==> src/rtl/div_share_ctrl.sv <==
// Round-robin arbiter sharing one fixed-point divider among four requesters.
// Latches the winner's operands, sequences load/wait/response and aborts a hung divider on timeout.
module div_share_ctrl #(
   parameter int N       = 16,
   parameter int TIMEOUT = 31
) (
   input  logic           clk,
   input  logic           reset,
   input  logic [3:0]     req,
   input  logic [4*N-1:0] dividend_in,
   input  logic [4*N-1:0] divisor_in,
   output logic [3:0]     grant,
   output logic [3:0]     rsp_valid,
   output logic [N-1:0]   rsp_q,
   output logic [1:0]     rsp_status,
   output logic           div_load,
   output logic [N-1:0]   div_dividend,
   output logic [N-1:0]   div_divisor,
   input  logic [N-1:0]   div_q,
   input  logic           div_ready,
   input  logic           div_ovf,
   input  logic           div_dbz
);

   localparam int CW = $clog2(TIMEOUT + 1);

   typedef enum logic [1:0] {IDLE, LOAD, WAIT, RESP} state_t;

   state_t          state, state_nx;
   logic [1:0]      ptr, ptr_nx;
   logic [CW-1:0]   cnt, cnt_nx;
   logic [3:0]      grant_nx, rsp_valid_nx;
   logic [N-1:0]    rsp_q_nx, dvd_nx, dvs_nx;
   logic [1:0]      status_nx;
   logic            load_nx;
   logic [1:0]      win, idx;
   logic            found;

   // First requester at or above the pointer, wrapping modulo 4
   always_comb begin
      win   = '0;
      idx   = '0;
      found = 1'b0;
      for (int unsigned k = 0; k < 4; k++) begin
         idx = ptr + 2'(k);
         if (!found && req[idx]) begin
            found = 1'b1;
            win   = idx;
         end
      end
   end

   always_comb begin
      state_nx     = state;
      ptr_nx       = ptr;
      cnt_nx       = cnt;
      grant_nx     = grant;
      rsp_valid_nx = '0;
      rsp_q_nx     = rsp_q;
      status_nx    = rsp_status;
      load_nx      = 1'b0;
      dvd_nx       = div_dividend;
      dvs_nx       = div_divisor;
      case (state)
         IDLE: begin
            if (found) begin
               grant_nx = 4'b0001 << win;
               dvd_nx   = dividend_in[win*N +: N];
               dvs_nx   = divisor_in[win*N +: N];
               load_nx  = 1'b1;
               ptr_nx   = win + 2'd1;
               state_nx = LOAD;
            end
         end
         LOAD: begin
            cnt_nx   = '0;
            state_nx = WAIT;
         end
         WAIT: begin
            if (div_ready) begin
               rsp_q_nx     = div_q;
               status_nx    = div_dbz ? 2'b10 : (div_ovf ? 2'b01 : 2'b00);
               rsp_valid_nx = grant;
               state_nx     = RESP;
            end else if (cnt == CW'(TIMEOUT)) begin
               rsp_q_nx     = '0;
               status_nx    = 2'b11;
               rsp_valid_nx = grant;
               state_nx     = RESP;
            end else begin
               cnt_nx = cnt + CW'(1);
            end
         end
         RESP: begin
            grant_nx = '0;
            state_nx = IDLE;
         end
         default: state_nx = IDLE;
      endcase
   end

   // All outputs are registered so div_load lands exactly in the LOAD cycle
   always_ff @(posedge clk or negedge reset) begin
      if (!reset) begin
         state        <= IDLE;
         ptr          <= '0;
         cnt          <= '0;
         grant        <= '0;
         rsp_valid    <= '0;
         rsp_q        <= '0;
         rsp_status   <= '0;
         div_load     <= 1'b0;
         div_dividend <= '0;
         div_divisor  <= '0;
      end else begin
         state        <= state_nx;
         ptr          <= ptr_nx;
         cnt          <= cnt_nx;
         grant        <= grant_nx;
         rsp_valid    <= rsp_valid_nx;
         rsp_q        <= rsp_q_nx;
         rsp_status   <= status_nx;
         div_load     <= load_nx;
         div_dividend <= dvd_nx;
         div_divisor  <= dvs_nx;
      end
   end

endmodule

==> config.mk <==
export PLATFORM = sky130hd
export DESIGN_NAME = div_share_ctrl
export DESIGN_NICKNAME = d
export VERILOG_FILES = /design/src/rtl/div_share_ctrl.sv
export SDC_FILE = /design/constraint.sdc
export NUM_CORES = 1
export LEC_CHECK = 0
export BUFFER_PORTS_ARGS = -buffer_cell sky130_fd_sc_hd__buf_4
export CAP_MARGIN = 0
export CORE_MARGIN = 2
export CORE_UTILIZATION = 42
export DETAILED_ROUTE_END_ITERATION = 12
export PLACE_DENSITY = 0.82
export REMOVE_ABC_BUFFERS = 1
export SLEW_MARGIN = 5
export SYNTH_ARGS = -nofsm -noshare
export SYNTH_HDL_FRONTEND = slang
export SYNTH_SLANG_ARGS = --single-unit
==> constraint.sdc <==
create_clock -name clk -period 5.15 [get_ports clk]
set_input_delay 0.515 -clock clk [delete_from_list [all_inputs] [get_ports clk]]
set_output_delay 0.515 -clock clk [all_outputs]
set_load 0.005 [all_outputs]
# Word-level counts from Yosys, hierarchy flattened
# Cells that the tools add are included.
[totals]
regBits = 68
in_bits = 153
out_inout_bits = 59
wordCells = 80
[op_classes]
addsub = 5
magnitude_cmp = 4
n_eq_ne = 8
shifts = 3
muxes = 35
reduce_logical = 15
[op_table]
columns = ["operator", "n"]
rows = [
  ["$shiftx 64x7->16", 2],
  ["$mux 16", 2],
  ["$mux 2", 9],
  ["$mux 4", 4],
  ["$lt 2x3->1 const B", 4],
  ["$mux 1", 11],
  ["$mux 5", 2],
  ["$pmux 5 s2", 1],
  ["$bmux 1 s2", 4],
  ["$pmux 2 s4", 1],
  ["$pmux 4 s2", 1],
  ["$reduce_and 2->1", 4],
  ["$ne 2x2->1 const B", 3],
  ["$reduce_bool 2->1", 3],
  ["$add 5x1->5 const B", 1],
  ["$eq 5x5->1 const B", 1],
  ["$add 2x1->2 const B", 2],
  ["$add 2x2->2 const B", 2],
  ["$eq 2x2->1 const B", 2],
  ["$shl 1x2->4 const A", 1],
  ["$logic_and 1x1->1", 3],
  ["$logic_not 1->1", 3],
  ["$ne 3x3->1 const B", 1],
  ["$reduce_and 3->1", 1],
  ["2 further kinds", 2],
]

# Longest topological paths before layout
# Gate-level depths: netlist of the first run.
[logic_depth]
ltp_word = 15
mapped_depth = 8

# Worst setup path before layout of the first run
# No wires, ideal clock.
[synth_timing]
kind = "flip-flop to flip-flop"
startpoint = "register cnt[0]"
endpoint = "register rsp_q[10]"
setup_ns = 0.066
t_arrival_ns = 1.773
t_required_ns = 5.084
path_slack_ns = 3.311
path_stages_with_launch = 7
path_buffers = 1
cell_sequence = "dfrtp_1 > ha_1 > and3_1 > ha_1 > o21ai_1 > clkbuf_1 > a22o_1"
[synth_between]
elab_chain_len = 3
[synth_rtl]
columns = ["item", "line", "rtl"]
rows = [
  ["from (decl)", "31", "logic [CW-1:0] cnt, cnt_nx;"],
  ["from (signal assigned)", "118", "cnt <= cnt_nx;"],
  ["$eq 5x5->1", "85", "end else if (cnt == CW'(TIMEOUT)) begin"],
  ["$reduce_bool 2->1 (no source line)", "-", ""],
  ["$reduce_and 2->1 (no source line)", "-", ""],
  ["to (signal assigned)", "121", "rsp_q <= rsp_q_nx;"],
  ["to (decl)", "14", "output logic [N-1:0] rsp_q,"],
]
# Every way passes these cells.
# A chain may end at the register's enable or synchronous reset.

# Worst setup path after layout of the first run
# Same ends and word-level chain as after synthesis.

==> results.json, run 1 <==
{
  "outcome": "completed",
  "crit_family": "compound AO/OA/AOI/OAI gates",
  "drv_slew": 0,
  "p_leak_nw": 2.49,
  "dp_hpwl_microns": 7810,
  "stdcell_count": 636,
  "regToRegSetupSlack_ns": 2.90,
  "vias": 3514,
  "chipWidth_microns": 93.7,
  "start_util": 0.435,
  "h-tree-depth": 3,
  "worst_pin_slew_ns": 1.16,
  "grt_usage": 0.242,
  "crit_type": "flip-flop to flip-flop",
  "multi_input_area_sq_um": 1480,
  "cp_data_arrival_time_ns": 2.53,
  "routedWlPerCell_microns": 16.4,
  "min_period_over_period": 0.437,
  "cp.buffers_inverters": 0,
  "initialDrtViolationCount": 251,
  "cts_made_buffers": 9,
  "hp-class": "input pin to async pin",
  "portBuffers": 211,
  "synthToLayoutAreaGrowth_pct": 52.1,
  "finalSetupTns_ns": 0,
  "crit_path_top_delay_cell": "o21ai_1",
  "synthCells": 333,
  "finalNetCount": 689,
  "drc_errors": 0,
  "ant_nets": 0,
  "clock-sinks": 68,
  "fmax_mhz": 445,
  "worst_setup_path_end_kind": "flip-flop",
  "antenna_found_initial": 0,
  "io_pins": 212,
  "yosys_warnings": 0,
  "regToRegEndpoint": "rsp_q[10]",
  "crit_top_cell": "ha_1",
  "r2r_cells": 5,
  "setup_viol": 0,
  "gp_congestion": 0.870,
  "drv_cap": 0,
  "ys_seq_area_frac": 0.504,
  "path_max_fanout": 16,
  "seq_area_sq_um": 1700,
  "drt_first_pass_iters": 8,
  "power_density_nw_per_um2": 513,
  "grt_pass1_wl_microns": 16600,
  "grt_max_degree": 69,
  "yosysUniqueCellTypes": 36,
  "wl_microns": 10400,
  "finClkSkew_ns": 0.0104,
  "cts-resized-gates": 0,
  "clkLatencyLatePin_ns": 0.34,
  "diodes": 0,
  "clk_pin_slew_ns": 0.07,
  "slew_headroom": 0.222,
  "ctsHoldBuffers": 0,
  "synth-seq-cells": 68,
  "peakVddDrop_uv": 199,
  "cts_setup_buffers": 0,
  "grt_setup_unrepaired": "false",
  "path_cells": "ha_1 -> and3_1 -> ha_1 -> o21ai_1 -> a22o_1",
  "worst_ep_required_time_ns": 5.43,
  "syn_area_sq_um": 3380,
  "cts_root_buf": "clkbuf_8",
  "overflow": 0,
  "dp_cells": 620,
  "fill_cells": 647,
  "cp-start-kind": "flip-flop",
  "die_h_microns": 93.7,
  "syn_avg_cell_area_sq_um": 10.1,
  "viasPerCell": 5.53,
  "core_area_sq_um": 7770,
  "hold_viol_final": 0,
  "cts_buffer_depth": 2,
  "drive_gt1_frac": 0.442,
  "grt_pass1_vias": 3510,
  "cpPeakStageDelay_ns": 0.86,
  "rows": 32,
  "period_needed_ns": 2.25,
  "r2r-start": "cnt[0]",
  "die-area_sq_um": 8780,
  "cts_tree": "built"
}
## per-layer routing
metal / GRT usage / part of all wire / wire (microns)
met5: 0 / 0 / 0
met4: 0.0761 / 0.012 / 121
met3: 0.0770 / 0.087 / 912
met2: 0.423 / 0.52 / 5460
met1: 0.281 / 0.38 / 3950
## cell type report
type                    count  share of cell area
well taps                 102              0.0248
inverters                   7             0.00511
clock buffers              10              0.0268
repair buffers            213               0.311
multi-input cells         230               0.289
clock inverters             6              0.0124
flip-flops and latches     68               0.331
## through the flow
step / hold slack, ns / util / total power [W] / cell area [sq um] / setup WS [ns]
2_1_floorplan: 0.219 / - / 0.00157 / 3210 / 2.64
3_3_place_gp: 0.492 / 0.636 / 0.00216 / 4940 / 2.89
3_5_place_dp: 0.493 / 0.636 / 0.00222 / 4940 / 2.84
4_1_cts: 0.293 / 0.662 / 0.00267 / 5140 / 2.87
5_1_grt: 0.348 / 0.662 / 0.00284 / 5140 / 2.69
6_report: 0.266 / 0.662 / 0.00264 / 5140 / 2.90
## kinds of logic (layout without fill, tap and decap cells)
logic type                 count (synthesis)  count (layout)  share of synthesized area
muxes                                      1               1                    0.00296
DFF                                       68              68                      0.504
and+or+nand+nor                          105             105                      0.136
buffers and inverters                     35             236                     0.0592
xor gates and xnor gates                   2               2                    0.00518
adders and majority gates                  7               7                     0.0259
AOI/OAI and AO/OA                        115             115                      0.267
## how the worst max path moves through the flow
stage | startpoint | to | slack (ns) | cells after the start
finish | cnt[0] | rsp_q[10] | 2.90 | 5
global route | state[1] | div_divisor[0] | 2.69 | 6
CTS | state[1] | div_divisor[0] | 2.87 | 6
floorplan | state[0] | ptr[0] | 2.64 | 5
detailed placement | req[3] | grant[0] | 2.84 | 6
global placement | req[3] | grant[0] | 2.89 | 6
## where the power goes
| group | total, W | switching [W] | internal (W) |
|---|---|---|---|
| sequential | 0.000944 | 0.000162 | 0.000782 |
| clock | 0.000437 | 0.000202 | 0.000236 |
| combinational | 0.00126 | 0.000610 | 0.000647 |
| total | 0.00264 | 0.000974 | 0.00166 |
## sequential cells by signal, indices dropped and copies added (netlist names)
| register | cells |
|---|---|
| state | 2 |
| div_dividend | 16 |
| rsp_status | 2 |
| rsp_q | 16 |
| ptr | 2 |
| grant | 4 |
| cnt | 5 |
| rsp_valid | 4 |
| div_load | 1 |
| div_divisor | 16 |
## Yosys cell counts
library cell | number | area (sq um)
a211oi_1 | 1 | 7.51
a21boi_0 | 1 | 7.51
a21oi_1 | 8 | 40.0
a21oi_2 | 1 | 8.76
a221oi_1 | 1 | 8.76
a222oi_1 | 32 | 320
a22o_1 | 24 | 210
a31oi_1 | 35 | 219
and2_1 | 5 | 31.3
and3_1 | 1 | 6.26
buf_1 | 1 | 3.75
buf_2 | 7 | 35.0
buf_4 | 2 | 15.0
buf_6 | 7 | 78.8
clkbuf_1 | 11 | 41.3
dfrtp_1 | 68 | 1700
ha_1 | 7 | 87.6
inv_1 | 6 | 22.5
inv_2 | 1 | 3.75
mux2i_1 | 1 | 10.0
nand2_1 | 44 | 165
nand2b_1 | 2 | 12.5
nand4_1 | 1 | 6.26
nor2_1 | 44 | 165
nor2b_1 | 4 | 25.0
nor2b_2 | 1 | 8.76
nor3_1 | 1 | 5.00
nor3b_2 | 1 | 12.5
nor4_4 | 1 | 21.3
o21a_1 | 1 | 7.51
o21ai_0 | 5 | 25.0
o21ai_1 | 2 | 10.0
o21bai_1 | 1 | 7.51
o221a_2 | 2 | 22.5
o2bb2ai_1 | 1 | 8.76
xor2_1 | 2 | 17.5
## worst register-to-register path: stages, from the launching register on
cell and delay, ns:
dfrtp_1 0.42, ha_1 0.23, and3_1 0.18, ha_1 0.21
o21ai_1 0.86, a22o_1 0.29
## layout by cell type, fill, tap and decap left out, types with 4 or more instances in the layout
cell / n
inv_1: 6
buf_4: 213
nand2_1: 44
a22o_1: 24
nor2b_1: 4
a21oi_1: 8
dfrtp_1: 68
ha_1: 7
o21ai_0: 5
and2_1: 5
a31oi_1: 35
a222oi_1: 32
nor2_1: 44
clkbuf_8: 10
(Power assumes the default switching activity.)
==> run 2, diff against run 1 <==
clock period = 2.3 ns   (was 5.15 ns; I/O delays follow)
==> run 2 against run 1 <==
  * The flow now finishes with violations (hold timing)
  * Maximum frequency increased by 9.5%
  * Register-to-register slack got worse by 2.7 ns
  * Final cell count increased by 0.79%
  * Design area increased by 1.6%
  * Sequential share of layout area decreased by 0.53 points
  * Die area unchanged
  * Via count increased by 1.7%
  * Global-route usage increased by 0.15 points
==> results.json, run 2 (synthesis gave the netlist of run 1 again) <==
{
  "initialDrtViolationCount": 301,
  "cts_buffer_depth": 2,
  "violations": "hold timing",
  "peakVddDrop_uv": 444,
  "clkLatencyLatePin_ns": 0.35,
  "cts_root_buf": "clkbuf_8",
  "cts_made_buffers": 9,
  "period_needed_ns": 2.05,
  "grt_usage": 0.243,
  "overflow": 0,
  "fmax_mhz": 487,
  "ctsHoldBuffers": 0,
  "worst_setup_path_end_kind": "flip-flop",
  "hold_viol_final": 34,
  "grt_pass1_wl_microns": 16900,
  "crit_type": "flip-flop to flip-flop",
  "hp-class": "input pin to async pin",
  "final_util": 0.672,
  "ant_nets": 0,
  "crit_family": "compound AO/OA/AOI/OAI gates",
  "io_pins": 212,
  "start_util": 0.435,
  "rows": 32,
  "diodes": 0,
  "power_density_nw_per_um2": 1180,
  "gp_congestion": 0.904,
  "grt_setup_unrepaired": "false",
  "path_max_fanout": 33,
  "cp-start-kind": "flip-flop",
  "die_h_microns": 93.7,
  "grt_pass1_vias": 3483,
  "routedWlPerCell_microns": 16.6,
  "final_cell_mix": "218 x buf_4, 68 x dfrtp_1, 44 x nor2_1, 44 x nand2_1, 35 x a31oi_1",
  "min_period_over_period": 0.893,
  "dp_hpwl_microns": 7820,
  "cts-resized-gates": 0,
  "reg_top3": "div_dividend (16), div_divisor (16), rsp_q (16)",
  "drc_errors": 0,
  "outcome": "finished, violations left",
  "setup_viol": 0,
  "cts_setup_buffers": 0,
  "h-tree-depth": 3,
  "antenna_found_initial": 0,
  "core_area_sq_um": 7770,
  "cpPeakStageDelay_ns": 0.72,
  "slew_headroom": 0.452,
  "finClkSkew_ns": 0.00919,
  "path_cells": "inv_2 -> a21oi_1 -> o221a_2 -> a222oi_1 -> a31oi_1",
  "drive_gt1_frac": 0.447,
  "cp.buffers_inverters": 1,
  "drv_cap": 0,
  "clock-sinks": 68,
  "grt_max_degree": 69,
  "cts_tree": "built",
  "crit_path_top_delay_cell": "o221a_2",
  "wl_microns": 10600,
  "drv_slew": 0,
  "drt_first_pass_iters": 6,
  "worst_ep_required_time_ns": 2.56,
  "worst_pin_slew_ns": 0.822,
  "chipWidth_microns": 93.7,
  "die-area_sq_um": 8780,
  "cp_data_arrival_time_ns": 2.32,
  "final_common_cell": "buf_4",
  "clk_pin_slew_ns": 0.08,
  "p_leak_nw": 2.53,
  "finalNetCount": 694,
  "fin_hold_ws_ns": -0.0324,
  "portBuffers": 211,
  "synthToLayoutAreaGrowth_pct": 54.5,
  "viasPerCell": 5.58,
  "vias": 3574,
  "p_total_w": 0.00618
}
==> run 2: cell types whose count changed in the layout (fill, tap and decap cells not counted), sizes merged <==
cell	change
clkbuf	-1
clkinv	-1
bufinv	+2
inv	+1
clkinvlp	-1
buf	+5
==> run 2: final timing paths <==
path	start	to	slack, ns	cells past startpoint
hold reg to reg	rsp_q[10]	rsp_q[10]	0.51	1
min in group clk	div_q[9]	rsp_q[9]	0.10	2
hold / removal	reset	rsp_valid[3]	-0.03	1
setup reg to reg	ptr[1]	div_divisor[15]	0.25	5
max in group asynchronous	reset	state[1]	1.77	1
setup / recovery	ptr[1]	div_divisor[15]	0.25	5
==> run 2: metal layers <==
layer  part of all wire  track usage
met5                  0            0
met4              0.019       0.0918
met3              0.094       0.0634
met2               0.50        0.422
met1               0.39        0.289
==> run 2: area by class of cell <==
cell class / count / area [sq um]
Fill cell: 612 / 2540
Clock inverter: 7 / 124
Sequential cell: 68 / 1700
Tap cell: 102 / 128
Clock buffer: 9 / 124
Timing Repair Buffer: 218 / 1640
Multi-Input combinational cell: 230 / 1480
Inverter: 7 / 26.3
==> run 2: report_power, final <==
| group | leakage, nW | switching [W] | internal, W |
|---|---|---|---|
| clock | 0.120 | 0.000487 | 0.000727 |
| combinational | 1.59 | 0.00137 | 0.00148 |
| sequential | 0.820 | 0.000372 | 0.00175 |
==> run 2: worst register-to-register path, delay by kind of cell, from the launching register on <==
| family | cells | cell delay (ns) |
|---|---|---|
| buffers and inverters | 1 | 0.08 |
| AOI/OAI and AO/OA | 4 | 1.36 |
| DFF | 1 | 0.53 |
==> run 2: metrics by stage <==
stage / instances / TNS (ns) / hold slack (ns) / setup slack (ns) / instance area, sq um
after floorplan: 305 / -5.58 / -0.0656 / -0.208 / 3210
after global placement: 625 / 0 / 0.392 / 0.422 / 4970
after detailed placement: 625 / 0 / 0.392 / 0.317 / 4970
after CTS: 641 / 0 / 0.0167 / 0.282 / 5220
after global routing: 641 / 0 / 0.0505 / 0.138 / 5220
final: 641 / 0 / -0.0324 / 0.245 / 5220
